`src/rtl/reduction_mux_pipe_if.sv`:
```
// Handshake bundle for reduction_mux_pipe: upstream beat,
// downstream beat and error-counter controls.
interface reduction_mux_pipe_if #(
  parameter int W       = 16,
  parameter int NUM_IN  = 12,
  parameter int NUM_OUT = 4,
  parameter int SEL_W   = 2,
  parameter int CNT_W   = 16
);
  logic                     i_valid;
  logic                     o_ready;
  logic [NUM_IN*W-1:0]      i_data;
  logic [NUM_OUT*SEL_W-1:0] i_sel;
  logic [NUM_OUT-1:0]       i_en;
  logic                     i_err_clr;
  logic                     o_valid;
  logic                     i_ready;
  logic [NUM_OUT*W-1:0]     o_data;
  logic [NUM_OUT-1:0]       o_sel_err;
  logic [CNT_W-1:0]         o_err_cnt;

  modport slave (
    input  i_valid, i_data, i_sel, i_en,
    input  i_err_clr, i_ready,
    output o_ready, o_valid, o_data,
    output o_sel_err, o_err_cnt
  );

  modport master (
    output i_valid, i_data, i_sel, i_en,
    output i_err_clr, i_ready,
    input  o_ready, o_valid, o_data,
    input  o_sel_err, o_err_cnt
  );
endinterface

```
`src/rtl/reduction_mux_pipe.sv`:
```
// Grouped per-lane select mux feeding a 2-entry output FIFO,
// with a saturating count of beats carrying select errors.
module reduction_mux_pipe #(
  parameter int W       = 16,
  parameter int NUM_IN  = 12,
  parameter int NUM_OUT = 4,
  parameter int SEL_W   = 2,
  parameter int CNT_W   = 16
) (
  input logic                 clk,
  input logic                 rst_n,
  reduction_mux_pipe_if.slave bus
);
  localparam int GRP = NUM_IN / NUM_OUT;
  localparam int DW  = NUM_OUT * W;

  logic [DW-1:0]      mux_data;
  logic [NUM_OUT-1:0] mux_err;

  logic [1:0]         count;
  logic [DW-1:0]      head_data;
  logic [NUM_OUT-1:0] head_err;
  logic [DW-1:0]      tail_data;
  logic [NUM_OUT-1:0] tail_err;
  logic [CNT_W-1:0]   err_cnt;

  logic push;
  logic pop;

  // An enabled lane flags unless some in-range select matches.
  always_comb begin
    mux_data = '0;
    mux_err  = '0;
    for (int k = 0; k < NUM_OUT; k++) begin
      if (bus.i_en[k]) begin
        mux_err[k] = 1'b1;
        for (int g = 0; g < GRP; g++) begin
          if (bus.i_sel[k*SEL_W +: SEL_W] == SEL_W'(g)) begin
            mux_data[k*W +: W] = bus.i_data[(k*GRP+g)*W +: W];
            mux_err[k]         = 1'b0;
          end
        end
      end
    end
  end

  assign bus.o_ready = (count != 2'd2);
  assign bus.o_valid = (count != 2'd0);
  assign push = bus.i_valid & bus.o_ready;
  assign pop  = bus.o_valid & bus.i_ready;

  always_ff @(posedge clk or negedge rst_n) begin
    if (!rst_n) begin
      count     <= 2'd0;
      head_data <= '0;
      head_err  <= '0;
      tail_data <= '0;
      tail_err  <= '0;
    end else begin
      unique case (1'b1)
        (push && !pop): count <= count + 2'd1;
        (pop && !push): count <= count - 2'd1;
        default: ;
      endcase
      // Head keeps the popped beat when the FIFO drains.
      if (push && (count == 2'd0 ||
                   (count == 2'd1 && pop))) begin
        head_data <= mux_data;
        head_err  <= mux_err;
      end else if (pop && count == 2'd2) begin
        head_data <= tail_data;
        head_err  <= tail_err;
      end
      if (push && count == 2'd1 && !pop) begin
        tail_data <= mux_data;
        tail_err  <= mux_err;
      end
    end
  end

  always_ff @(posedge clk or negedge rst_n) begin
    if (!rst_n) begin
      err_cnt <= '0;
    end else if (bus.i_err_clr) begin
      err_cnt <= '0;
    end else if (push && (|mux_err) &&
                 err_cnt != {CNT_W{1'b1}}) begin
      err_cnt <= err_cnt + 1'b1;
    end
  end

  assign bus.o_data    = head_data;
  assign bus.o_sel_err = head_err;
  assign bus.o_err_cnt = err_cnt;
endmodule
```
`src/flat_wrapper.sv`:
```
// flat-port wrapper written by rule: the top's interface ports become plain ports
module reduction_mux_pipe_flat 
#(
  parameter int W       = 16,
  parameter int NUM_IN  = 12,
  parameter int NUM_OUT = 4,
  parameter int SEL_W   = 2,
  parameter int CNT_W   = 16
)
  (clk, rst_n, bus_i_valid, bus_i_data, bus_i_sel, bus_i_en, bus_i_err_clr, bus_i_ready, bus_o_ready, bus_o_valid, bus_o_data, bus_o_sel_err, bus_o_err_cnt);
  reduction_mux_pipe_if #(.W(W), .NUM_IN(NUM_IN), .NUM_OUT(NUM_OUT), .SEL_W(SEL_W), .CNT_W(CNT_W)) bus_i ();
  input logic clk;
  input logic rst_n;
  input wire logic [$bits(bus_i.i_valid)-1:0] bus_i_valid;
  input wire logic [$bits(bus_i.i_data)-1:0] bus_i_data;
  input wire logic [$bits(bus_i.i_sel)-1:0] bus_i_sel;
  input wire logic [$bits(bus_i.i_en)-1:0] bus_i_en;
  input wire logic [$bits(bus_i.i_err_clr)-1:0] bus_i_err_clr;
  input wire logic [$bits(bus_i.i_ready)-1:0] bus_i_ready;
  output wire logic [$bits(bus_i.o_ready)-1:0] bus_o_ready;
  output wire logic [$bits(bus_i.o_valid)-1:0] bus_o_valid;
  output wire logic [$bits(bus_i.o_data)-1:0] bus_o_data;
  output wire logic [$bits(bus_i.o_sel_err)-1:0] bus_o_sel_err;
  output wire logic [$bits(bus_i.o_err_cnt)-1:0] bus_o_err_cnt;
  assign bus_i.i_valid = bus_i_valid;
  assign bus_i.i_data = bus_i_data;
  assign bus_i.i_sel = bus_i_sel;
  assign bus_i.i_en = bus_i_en;
  assign bus_i.i_err_clr = bus_i_err_clr;
  assign bus_i.i_ready = bus_i_ready;
  assign bus_o_ready = bus_i.o_ready;
  assign bus_o_valid = bus_i.o_valid;
  assign bus_o_data = bus_i.o_data;
  assign bus_o_sel_err = bus_i.o_sel_err;
  assign bus_o_err_cnt = bus_i.o_err_cnt;
  reduction_mux_pipe #(.W(W), .NUM_IN(NUM_IN), .NUM_OUT(NUM_OUT), .SEL_W(SEL_W), .CNT_W(CNT_W)) u_core (.clk(clk), .rst_n(rst_n), .bus(bus_i));
endmodule
```
`config.mk`:
```
export PLATFORM = sky130hd
export DESIGN_NAME = reduction_mux_pipe_flat
export DESIGN_NICKNAME = d
export VERILOG_FILES = /design/src/rtl/reduction_mux_pipe_if.sv /design/src/rtl/reduction_mux_pipe.sv /design/src/flat_wrapper.sv
export SDC_FILE = /design/constraint.sdc
export NUM_CORES = 1
export LEC_CHECK = 0
export ABC_AREA = 1
export CORE_MARGIN = 10
export CORE_UTILIZATION = 41
export CTS_CLUSTER_SIZE = 16
export DETAILED_ROUTE_END_ITERATION = 12
export PLACE_DENSITY = 0.74
export SLEW_MARGIN = 15
export SYNTH_ARGS = -nofsm -noshare
export SYNTH_HDL_FRONTEND = slang
export SYNTH_SLANG_ARGS = --single-unit
```
`constraint.sdc`:
```
create_clock -name clk -period 2.25 [get_ports clk]
set_input_delay 0.45 -clock clk [delete_from_list [all_inputs] [get_ports clk]]
set_output_delay 0.45 -clock clk [all_outputs]
set_load 0.02 [all_outputs]
```
Yosys cells after proc, flatten, opt, wreduce, memory -nomap -nowiden
Index checks and enable logic that the tools add are counted.

Register bits after elaboration: 154. Output and inout bits: 86. Logic and storage cells: 84. Input port bits: 209.

Mux-type cells: 39. Equal/unequal tests: 12. Bitwise logic cells: 2. Reduce and logical (&&, ||, !) cells: 22. Add/sub/neg operators: 3.

Operators by type and width (number): $mux 16 (18); $mux 64 (2); $add 16x1->16 const B (1); $mux 1 (16); $ne 16x16->1 const B (1); $eq 2x1->1 const B (5); $eq 2x2->1 const B (5); $logic_not 2->1 (5); $logic_and 1x1->1 (9); $mux 4 (2); $reduce_bool 2->1 (4); $pmux 2 s2 (1); $reduce_or 4->1 (1); $add 2x1->2 const B (1); $and 1x1->1 (2); $logic_not 1->1 (2); $ne 2x2->1 const B (1); $sub 2x1->2 const B (1); $logic_or 1x1->1 (1).

Longest topological paths before layout
Gate-level depths: netlist of the first run.

Word-level depth: 10. Gate-level depth with buffers: 13. Gate-level depth less buffers: 10.

Least setup slack after synthesis of the first run
Ideal clock, no wire load.

Path kind: reg2reg. From: register u_core.count[0]. To: register u_core.head_err[0], in the netlist u_core.bus.o_sel_err[0]. Buffers on the path: 3. Data arrival time: 1580 ps. Clock period less this slack: 1718 ps. Library setup time: 138 ps. Slack: 532 ps. Required time: 2112 ps. Cell stages (with the launch flop): 14. Path through: dfrtp_1 -> inv_1 -> ha_1 -> buf_2 -> inv_2 -> nand2_2 -> inv_2 -> nand2_2 -> nand2_1 -> inv_2 -> buf_6 -> buf_6 -> nand2_1 -> o211ai_1.

Elaborated cells between the ends (all ways): 13. Classes of those cells: 3 x eq/ne; 1 x mux; 2 x bitwise; 7 x reduce/logical.

RTL lines: start, declared (line reduction_mux_pipe.sv:20) `logic [1:0] count;`; start signal, assigned (line reduction_mux_pipe.sv:61) `(push && !pop): count <= count + 2'd1;`; start signal, assigned (line reduction_mux_pipe.sv:62) `(pop && !push): count <= count - 2'd1;`; $ne 2x2->1 * (line reduction_mux_pipe.sv:47) `assign bus.o_ready = (count != 2'd2);`; named net bus_o_ready (line flat_wrapper.sv:20) `output wire logic [$bits(bus_i.o_ready)-1:0] bus_o_ready;`; $and 1x1->1 * (line reduction_mux_pipe.sv:49) `assign push = bus.i_valid & bus.o_ready;`; $logic_and 1x1->1 * (line reduction_mux_pipe.sv:66) `if (push && (count == 2'd0 ||`; $mux 4 / $reduce_bool 2->1 (equally long branches); end signal, assigned (line reduction_mux_pipe.sv:69) `head_err <= mux_err;`; end signal, assigned (line reduction_mux_pipe.sv:72) `head_err <= tail_err;`; end, declared (line reduction_mux_pipe.sv:22) `logic [NUM_OUT-1:0] head_err;`.

Mark *: on every way through the listed nets, which the timed path passes. The rest lies on a longest branch. A chain may end at the register's enable or synchronous reset.

Worst setup path in the final report of the first run
From: register u_core.count[0]. To: register u_core.head_data[24], in the netlist u_core.bus.o_data[24].

Word-level cells in the longest chain between the ends: 6. Elaborated cells between the ends (all ways): 13. Classes of those cells: 3 x eq/ne; 1 x mux; 2 x bitwise; 7 x reduce/logical.

Ends and longest elaborated chain: $reduce_bool 2->1 (line reduction_mux_pipe.sv:48) `assign bus.o_valid = (count != 2'd0);`; $and 1x1->1 (line reduction_mux_pipe.sv:50) `assign pop = bus.o_valid & bus.i_ready;`; $logic_and 1x1->1 (line reduction_mux_pipe.sv:67) `(count == 2'd1 && pop))) begin`; $logic_or 1x1->1 (line reduction_mux_pipe.sv:66); $logic_and 1x1->1 (line reduction_mux_pipe.sv:66); $mux 64 / $reduce_bool 2->1 (equally long branches); end signal, assigned (line reduction_mux_pipe.sv:68) `head_data <= mux_data;`; end signal, assigned (line reduction_mux_pipe.sv:71) `head_data <= tail_data;`; end, declared (line reduction_mux_pipe.sv:21) `logic [DW-1:0] head_data;`.

Parallel ways exist; a longest one is shown, timed or not.

==> results.rst, run 1 <==
.. list-table::
   :header-rows: 1

   * - Metric
     - Value
   * - Adder-Cell Fraction of Synth Area
     - 0.00766
   * - Initial antenna violation count
     - 0
   * - Total number of vias
     - 8252
   * - Number of DRC markers in iteration 0
     - 564
   * - Share of the synthesized area in compound gates (AO/OA/AOI/OAI)
     - 0.108
   * - DRT Wirelength
     - 26500 um
   * - Clock sink count
     - 154
   * - Setup repair after global routing missed its margin
     - no
   * - Clk_skew
     - 0.00787 ns
   * - Hold Crit Endpoint
     - u_core.tail_data[57]
   * - Fraction of power consumed by the clock network
     - 0.222
   * - Clock root buffer
     - sky130_fd_sc_hd__clkbuf_16
   * - Cell row count
     - 51
   * - Register bit count reported by yosys
     - 154
   * - Global-route total usage across every layer
     - 0.200
   * - Wire length of the first global-routing pass
     - 43200 um
   * - Post-synthesis share of cell area spent on xor and xnor gates
     - 0.00965
   * - Final number of setup-violating endpoints
     - 0
   * - Signed area change from the synthesized netlist to the final layout
     - 47.1%
   * - Startpoint of the worst hold path
     - u_core.tail_data[57]
   * - Cell internal pwr
     - 7.67 mW
   * - Synth async-reset ratio
     - 1.00
   * - GR Overflow Total
     - 0
   * - Post-DRT Antenna Nets
     - 0
   * - Capturing element type of the critical path
     - register
   * - Filler instances
     - 1766
   * - Worst slew pin tran
     - 0.803 ns
   * - Data required time of the worst path
     - 2.50 ns
   * - Max transition margin
     - 0.464
   * - Count of final hold-check violations
     - 0
   * - Initial Util
     - 0.418
   * - Run status
     - completed
   * - Period utilization
     - 0.901
   * - Sequential group share of total power
     - 0.370
   * - Critical path fanouts, max
     - 43
   * - Total Nets Final
     - 1558
   * - Vias/cell
     - 5.09
   * - Count of buffers inserted at the top-level ports
     - 294
   * - Path depth of the worst reg2reg path
     - 9
   * - CP arrival
     - 2.28 ns
   * - Average instance area after synthesis
     - 7.69 um2
   * - Highest clock rate
     - 0.493 GHz
   * - R2R Setup Slk
     - 0.22 ns
   * - Power density of the placed cells
     - 1020 nW/um2
   * - Iteration count of the initial detailed-routing pass
     - 5
   * - Leakage power summed over all cells
     - 5.15 nW
   * - Die height
     - 161 um
   * - Buffer depth of the longest clock path
     - 2
   * - DRC viols
     - 0
   * - Gate power share
     - 0.409
   * - Clock-pin slew of the registers on the worst-case setup and hold paths
     - 0.06 ns
   * - Part of the Yosys area used for sequential elements
     - 0.472
   * - Drt wl/cell
     - 16.4 um
   * - Reg-to-Reg End
     - u_core.bus.o_data[24]
   * - Kind of critical path
     - register to register
   * - Net Count, Synth
     - 1277
   * - Setup total negative slack
     - 0 ns
   * - Overall Power
     - 12.2 mW
   * - Synth Instances
     - 1063
   * - IR Drop Worst-Case VDD
     - 529 uV
   * - Worst hold path depth
     - 2
   * - Final count of pins violating max slew
     - 0
   * - Dominant combinational cell family by area after synthesis
     - simple AND/OR/NAND/NOR gates
   * - Total half-perimeter wirelength after legalization and detailed placement
     - 19600 um
   * - Insertion delay of the later-clocked pin in the worst-skew pair
     - 0.41 ns
   * - Share of cells above drive strength 1
     - 0.0686
   * - Vias in the first global route
     - 8359
   * - Number of buffers created by CTS
     - 17
   * - Placeable core region
     - 19500 um2
   * - RePlAce Congestion
     - 0.842
   * - Clock tree from TritonCTS
     - yes
   * - Width of the die
     - 161 um
   * - Diodes inserted
     - 0
   * - R2R Path Start
     - u_core.count[0]
   * - Startpoint types
     - register
   * - EDFF count, synth
     - 0
   * - Number of top-level pins
     - 295
   * - Share of synthesized area spent on multiplexers
     - 0
   * - Switching power as a share of total power
     - 0.372
   * - Shortest clock period the worst path allows after layout
     - 2.03 ns
   * - Hold Crit Class
     - register to register
   * - Synth Cell Area
     - 8170 um2
   * - Simple logic cell fraction of the synthesized area
     - 0.347
   * - Reported net switching power
     - 4.54 mW
   * - Number of warnings reported in the yosys synthesis log
     - 0
   * - Die Outline Area
     - 26000 um2
   * - Primary FF master, synth
     - sky130_fd_sc_hd__dfrtp_1
   * - Pin count of the biggest net entering global routing
     - 69
   * - Total number of H-tree levels
     - 4
   * - Max Cap Viol
     - 0
   * - Count of unique library cells instantiated by Yosys
     - 30
==> layout make-up <==
type	instances	area, um2	area share
Sequential cell	154	3850	0.321
Inverter	27	106	0.00885
Tap cell	265	332	0.0276
Clock inverter	8	97.6	0.00812
Clock buffer	22	454	0.0378
Timing Repair Buffer	330	3310	0.276
Multi-Input combinational cell	814	3860	0.321
==> kinds of logic after synthesis <==
family | count (synthesis)
and+or+nand+nor | 660
DFF | 154
AOI/OAI and AO/OA | 140
buffers and inverters | 95
xor gates and xnor gates | 9
adders and majority gates | 5
==> what timing repair did <==
action | CTS | global route
hold buffers | 1 | 0
setup buffers | 0 | 0
hold endpoints to repair | 41 | 0
resized for setup | 2 | 0
endpoints found under the setup margin | 2 | 0
==> worst max-delay path, cell delays in order, from the launching register on <==
cell	delay (ns)
sky130_fd_sc_hd__dfrtp_1	0.40
sky130_fd_sc_hd__inv_1	0.09
sky130_fd_sc_hd__ha_2	0.19
sky130_fd_sc_hd__buf_4	0.45
sky130_fd_sc_hd__nand2_1	0.10
sky130_fd_sc_hd__nand2_1	0.10
sky130_fd_sc_hd__inv_2	0.04
sky130_fd_sc_hd__buf_4	0.26
sky130_fd_sc_hd__nand2_1	0.11
sky130_fd_sc_hd__o211ai_1	0.10
==> per-stage QoR <==
step            util  setup slack (ns)  cell area [um2]  hold slack [ns]  instances
3_5_place_dp   0.587            0.0975            11500            0.406       1589
2_1_floorplan      -             0.532             8170            0.154       1063
3_3_place_gp   0.587             0.185            11500            0.405       1589
5_1_grt        0.616           0.00906            12000            0.513       1620
6_report       0.616             0.224            12000            0.487       1620
4_1_cts        0.616             0.191            12000            0.488       1620
==> how the worst max path moves through the flow <==
stage / cells past startpoint / startpoint / to
6_report: 9 / u_core.count[0] / u_core.bus.o_data[24]
5_1_grt: 9 / u_core.count[0] / u_core.bus.o_data[42]
4_1_cts: 9 / u_core.count[0] / u_core.bus.o_data[24]
3_5_place_dp: 6 / bus_i_valid / u_core.bus.o_data[9]
3_3_place_gp: 6 / bus_i_valid / u_core.bus.o_data[45]
2_1_floorplan: 13 / u_core.count[0] / u_core.bus.o_sel_err[0]
==> power groups by stage <==
stage          clock network (mW)  registers, mW  logic (mW)
2_1_floorplan                   0           5.02        2.26
3_3_place_gp                    0           4.50        4.96
3_5_place_dp                    0           4.53        5.06
4_1_cts                      2.76           4.51        5.06
5_1_grt                      2.90           4.65        5.49
6_report                     2.71           4.51        4.99
==> cell usage in the layout (no fill, tap or decap), types with 2 or more instances in the layout <==
cell type | netlist | layout
sky130_fd_sc_hd__buf_12 | 1 | 8
sky130_fd_sc_hd__buf_4 | 5 | 27
sky130_fd_sc_hd__bufinv_16 | 0 | 2
sky130_fd_sc_hd__clkbuf_1 | 29 | 4
sky130_fd_sc_hd__clkbuf_16 | 0 | 17
sky130_fd_sc_hd__clkdlybuf4s50_1 | 0 | 291
sky130_fd_sc_hd__clkinv_2 | 0 | 3
sky130_fd_sc_hd__clkinvlp_4 | 0 | 3
sky130_fd_sc_hd__dfrtp_1 | 154 | 154
sky130_fd_sc_hd__dlygate4sd2_1 | 0 | 2
sky130_fd_sc_hd__ha_1 | 5 | 4
sky130_fd_sc_hd__inv_1 | 22 | 22
sky130_fd_sc_hd__inv_2 | 4 | 4
sky130_fd_sc_hd__nand2_1 | 440 | 440
sky130_fd_sc_hd__nand2_2 | 3 | 3
sky130_fd_sc_hd__nand3_1 | 161 | 161
sky130_fd_sc_hd__nand3_2 | 5 | 5
sky130_fd_sc_hd__nand3b_1 | 7 | 7
sky130_fd_sc_hd__nand4_1 | 4 | 4
sky130_fd_sc_hd__nor2_1 | 22 | 22
sky130_fd_sc_hd__nor2_2 | 10 | 9
sky130_fd_sc_hd__nor2_4 | 4 | 5
sky130_fd_sc_hd__nor3_1 | 2 | 2
sky130_fd_sc_hd__o211ai_1 | 68 | 68
sky130_fd_sc_hd__o21ai_0 | 32 | 32
sky130_fd_sc_hd__o21ai_1 | 37 | 37
sky130_fd_sc_hd__o21bai_1 | 2 | 2
sky130_fd_sc_hd__xnor2_1 | 3 | 3
sky130_fd_sc_hd__xor2_1 | 6 | 6
==> synth_stat cells, types with 5 or more instances <==
| cell | instances | area share |
|---|---|---|
| sky130_fd_sc_hd__nand3b_1 | 7 | 0.0064 |
| sky130_fd_sc_hd__o211ai_1 | 68 | 0.062 |
| sky130_fd_sc_hd__inv_1 | 22 | 0.010 |
| sky130_fd_sc_hd__nor2_1 | 22 | 0.010 |
| sky130_fd_sc_hd__xor2_1 | 6 | 0.0064 |
| sky130_fd_sc_hd__buf_2 | 28 | 0.017 |
| sky130_fd_sc_hd__dfrtp_1 | 154 | 0.47 |
| sky130_fd_sc_hd__o21ai_1 | 37 | 0.023 |
| sky130_fd_sc_hd__nand3_2 | 5 | 0.0061 |
| sky130_fd_sc_hd__nor2_2 | 10 | 0.0077 |
| sky130_fd_sc_hd__nand2_1 | 440 | 0.20 |
| sky130_fd_sc_hd__ha_1 | 5 | 0.0077 |
| sky130_fd_sc_hd__nand3_1 | 161 | 0.099 |
| sky130_fd_sc_hd__o21ai_0 | 32 | 0.020 |
| sky130_fd_sc_hd__clkbuf_1 | 29 | 0.013 |
| sky130_fd_sc_hd__buf_4 | 5 | 0.0046 |
==> flip-flops by register name, summed over array words and instances, names as in the netlist <==
signal,cells
u_core.bus.o_sel_err,4
u_core.tail_err,4
u_core.count,2
u_core.bus.o_data,64
u_core.tail_data,64
u_core.bus.o_err_cnt,16
==> routing by layer <==
layer / share of wire / GRT usage / vias to the layer above / routed length, um
met5: 0 / 0 / - / 0
met4: 0.0097 / 0.0476 / 0 / 257
met3: 0.055 / 0.0524 / 19 / 1460
met2: 0.50 / 0.348 / 227 / 13300
met1: 0.43 / 0.242 / 3919 / 11500
li1: - / - / 4087 / -
Note: power is estimated with default switching activity, not from simulation.
==> inputs of run 2 (changes only) <==
Settings changed: CORE_UTILIZATION 41 to 46, PLACE_DENSITY 0.74 to 0.82.
==> results.rst, run 2 (synthesis gave the netlist of run 1 again) <==
.. list-table::
   :header-rows: 1

   * - Metric
     - Value
   * - Iteration count of the initial detailed-routing pass
     - 4 (-1)
   * - Pin count of the biggest net entering global routing
     - 137 (+99%)
   * - Insertion delay of the later-clocked pin in the worst-skew pair
     - 0.42 ns (about the same)
   * - Total Nets Final
     - 1557 (-0.064%)
   * - Setup repair after global routing missed its margin
     - no
   * - Cell row count
     - 48 (-5.9%)
   * - Path depth of the worst reg2reg path
     - 11 (+2)
   * - Capturing element type of the critical path
     - primary output
   * - Total number of vias
     - 8434 (+2.2%)
   * - Worst slew pin tran
     - 0.799 ns (-0.00477 ns)
   * - Signed area change from the synthesized netlist to the final layout
     - 47.1% (about the same)
   * - Area occupied by multi-input gates
     - 3860 um2 (unchanged)
   * - Die Outline Area
     - 23500 um2 (-9.6%)
   * - Power density of the placed cells
     - 1050 nW/um2 (+3.5%)
   * - Wire length of the first global-routing pass
     - 43900 um (+1.5%)
   * - Crit. Startpoint
     - u_core.bus.o_err_cnt[12]
   * - Shortest clock period the worst path allows after layout
     - 2.02 ns (-0.00310 ns)
   * - Commonest non-fill, non-tap cells in the layout
     - sky130_fd_sc_hd__nand2_1, sky130_fd_sc_hd__clkdlybuf4s50_1, sky130_fd_sc_hd__nand3_1, sky130_fd_sc_hd__dfrtp_1, sky130_fd_sc_hd__o211ai_1
   * - Count of final hold-check violations
     - 0 (unchanged)
   * - Worst slack on hold paths
     - 0.485 ns (-0.00162 ns)
   * - Standard cell area after detailed placement
     - 11400 um2 (-0.83%)
   * - Total number of H-tree levels
     - 4 (unchanged)
   * - Most common library cell in the layout ignoring fill and taps
     - sky130_fd_sc_hd__nand2_1
   * - Final number of setup-violating endpoints
     - 0 (unchanged)
   * - Critical-path cell list
     - clkdlybuf4s50_1
   * - Diodes inserted
     - 0 (unchanged)
   * - Crit-path max cell delay
     - 0.67 ns (+0.22 ns)
   * - Initial Util
     - 0.471 (+0.0523)
   * - Drt wl/cell
     - 17.0 um (+3.7%)
   * - Worst hold path depth
     - 2 (unchanged)
   * - Clk_skew
     - 0.00545 ns (-0.00242 ns)
   * - Kind of critical path
     - register to primary output
   * - DRC viols
     - 0 (unchanged)
   * - Share of cells above drive strength 1
     - 0.0709 (+0.00227)
   * - Leakage power summed over all cells
     - 5.18 nW (+0.57%)
   * - Data required time of the worst path
     - 1.80 ns (-0.70 ns)
   * - Vias in the first global route
     - 8674 (+3.8%)
   * - Placed cell count
     - 1548 (-2.6%)
   * - Total half-perimeter wirelength after legalization and detailed placement
     - 19500 um (about the same)
   * - Width of the die
     - 153 um (-4.9%)
   * - Number of top-level pins
     - 295 (unchanged)
   * - Slowest stage cell on the critical path
     - sky130_fd_sc_hd__clkdlybuf4s50_1
   * - Setup total negative slack
     - 0 ns (unchanged)
   * - Period utilization
     - 0.899 (-0.00138)
   * - Filler instances
     - 1415 (-20%)
   * - Startpoint types
     - register
   * - Final standard cell count with taps included and fillers excluded
     - 1579 (-2.5%)
   * - Number of buffers created by CTS
     - 17 (unchanged)
   * - Global-route total usage across every layer
     - 0.223 (+0.0230)
   * - Clock tree from TritonCTS
     - yes
   * - Hold Crit Endpoint
     - u_core.tail_data[63]
   * - Highest clock rate
     - 0.494 GHz (+0.15%)
   * - Run status
     - completed
   * - Post-CTS setup buffers
     - 0 (unchanged)
   * - RePlAce Congestion
     - 0.844 (+0.21%)
   * - Design Area, Final
     - 12000 um2 (about the same)
   * - Reg-to-Reg End
     - u_core.bus.o_data[63]
   * - R2R Setup Slk
     - 0.41 ns (+0.19 ns)
   * - Hold Crit Class
     - register to register
   * - Clock sink count
     - 154 (unchanged)
   * - R2R Path Start
     - u_core.count[0]
   * - Number of DRC markers in iteration 0
     - 630 (+12%)
   * - Buffer depth of the longest clock path
     - 2 (unchanged)
   * - Count of buffers inserted at the top-level ports
     - 294 (unchanged)
   * - Startpoint of the worst hold path
     - u_core.tail_data[63]
   * - GR Overflow Total
     - 0 (unchanged)
   * - Core utilization of the finished layout
     - 0.693 (+0.0770)
   * - Post-DRT Antenna Nets
     - 0 (unchanged)
   * - Max transition margin
     - 0.468 (+0.00318)
   * - CP arrival
     - 1.57 ns (-0.71 ns)
   * - Final count of pins violating max slew
     - 0 (unchanged)
   * - Critical path fanouts, max
     - 6 (-86%)
   * - Initial antenna violation count
     - 0 (unchanged)
   * - Die height
     - 153 um (-4.9%)
   * - Vias/cell
     - 5.34 (+4.9%)
   * - DRT Wirelength
     - 26800 um (+1.1%)
   * - Max Cap Viol
     - 0 (unchanged)
   * - Clock-pin slew of the registers on the worst-case setup and hold paths
     - 0.06 ns (about the same)
   * - Cell type group with the largest total delay on the critical path
     - buffers and inverters
   * - Buffers plus inverters on the worst setup path
     - 1 (-3)
   * - Placeable core region
     - 17400 um2 (-11%)
   * - Clock root buffer
     - sky130_fd_sc_hd__clkbuf_16
   * - IR Drop Worst-Case VDD
     - 603 uV (+14%)
   * - Sequential cell area
     - 3850 um2 (unchanged)
-- run 2: changes by cell type in the layout (fill, tap and decap cells not counted) --
cell / change
sky130_fd_sc_hd__bufinv_16: +3
sky130_fd_sc_hd__clkbuf_8: +1
sky130_fd_sc_hd__clkinv_4: +2
sky130_fd_sc_hd__buf_4: +2
sky130_fd_sc_hd__clkinv_2: -2
sky130_fd_sc_hd__clkbuf_1: -4
sky130_fd_sc_hd__buf_12: -3
-- run 2: what timing repair did --
action	in CTS	in global routing
hold buffers	1	0
gates resized for setup	2	0
endpoints found under the hold margin	43	0
endpoints found under the setup margin	2	0
-- run 2: how the worst max path moves through the flow --
stage,depth (start not counted),end
after global routing,4,bus_o_valid
after global placement,8,u_core.bus.o_err_cnt[12]
after floorplan,13,u_core.bus.o_sel_err[0]
after CTS,1,bus_o_err_cnt[12]
after detailed placement,6,u_core.tail_data[51]
final,1,bus_o_err_cnt[12]
-- run 2: area by class of cell --
class | instances | area share
sequential | 154 | 0.321
timing repair buffer | 329 | 0.272
multi-input combinational | 814 | 0.321
inverter | 27 | 0.00885
tap | 225 | 0.0234
clock buffer | 19 | 0.0377
clock inverter | 11 | 0.0162
-- run 2: metrics by stage --
stage          total power, mW  setup WS [ns]
2_1_floorplan             7.28          0.532
3_3_place_gp              9.40          0.246
3_5_place_dp              9.56          0.172
4_1_cts                   12.7          0.214
5_1_grt                   13.4          0.178
6_report                  12.6          0.227
-- run 2: layer usage --
metal  global-route usage  vias to the layer above  share of wire
met5                    0                        -              0
met4               0.0677                        0          0.019
met3               0.0614                       36          0.064
met2                0.392                      272           0.51
met1                0.257                     4036           0.41
li1                     -                     4090              -
-- run 2: power breakdown --
part / switching (mW) / internal, mW
registers: 0.646 / 3.90
clock network: 1.11 / 2.02
logic: 2.86 / 2.11
total: 4.62 / 8.02
-- run 2: worst register-to-register path: cells and delay by family, from the launching register on --
kind	cells	cell delay, ns
compound gates	1	0.14
fa+ha+maj	1	0.20
flops	1	0.41
buf+inv	5	0.63
simple gates	4	0.38
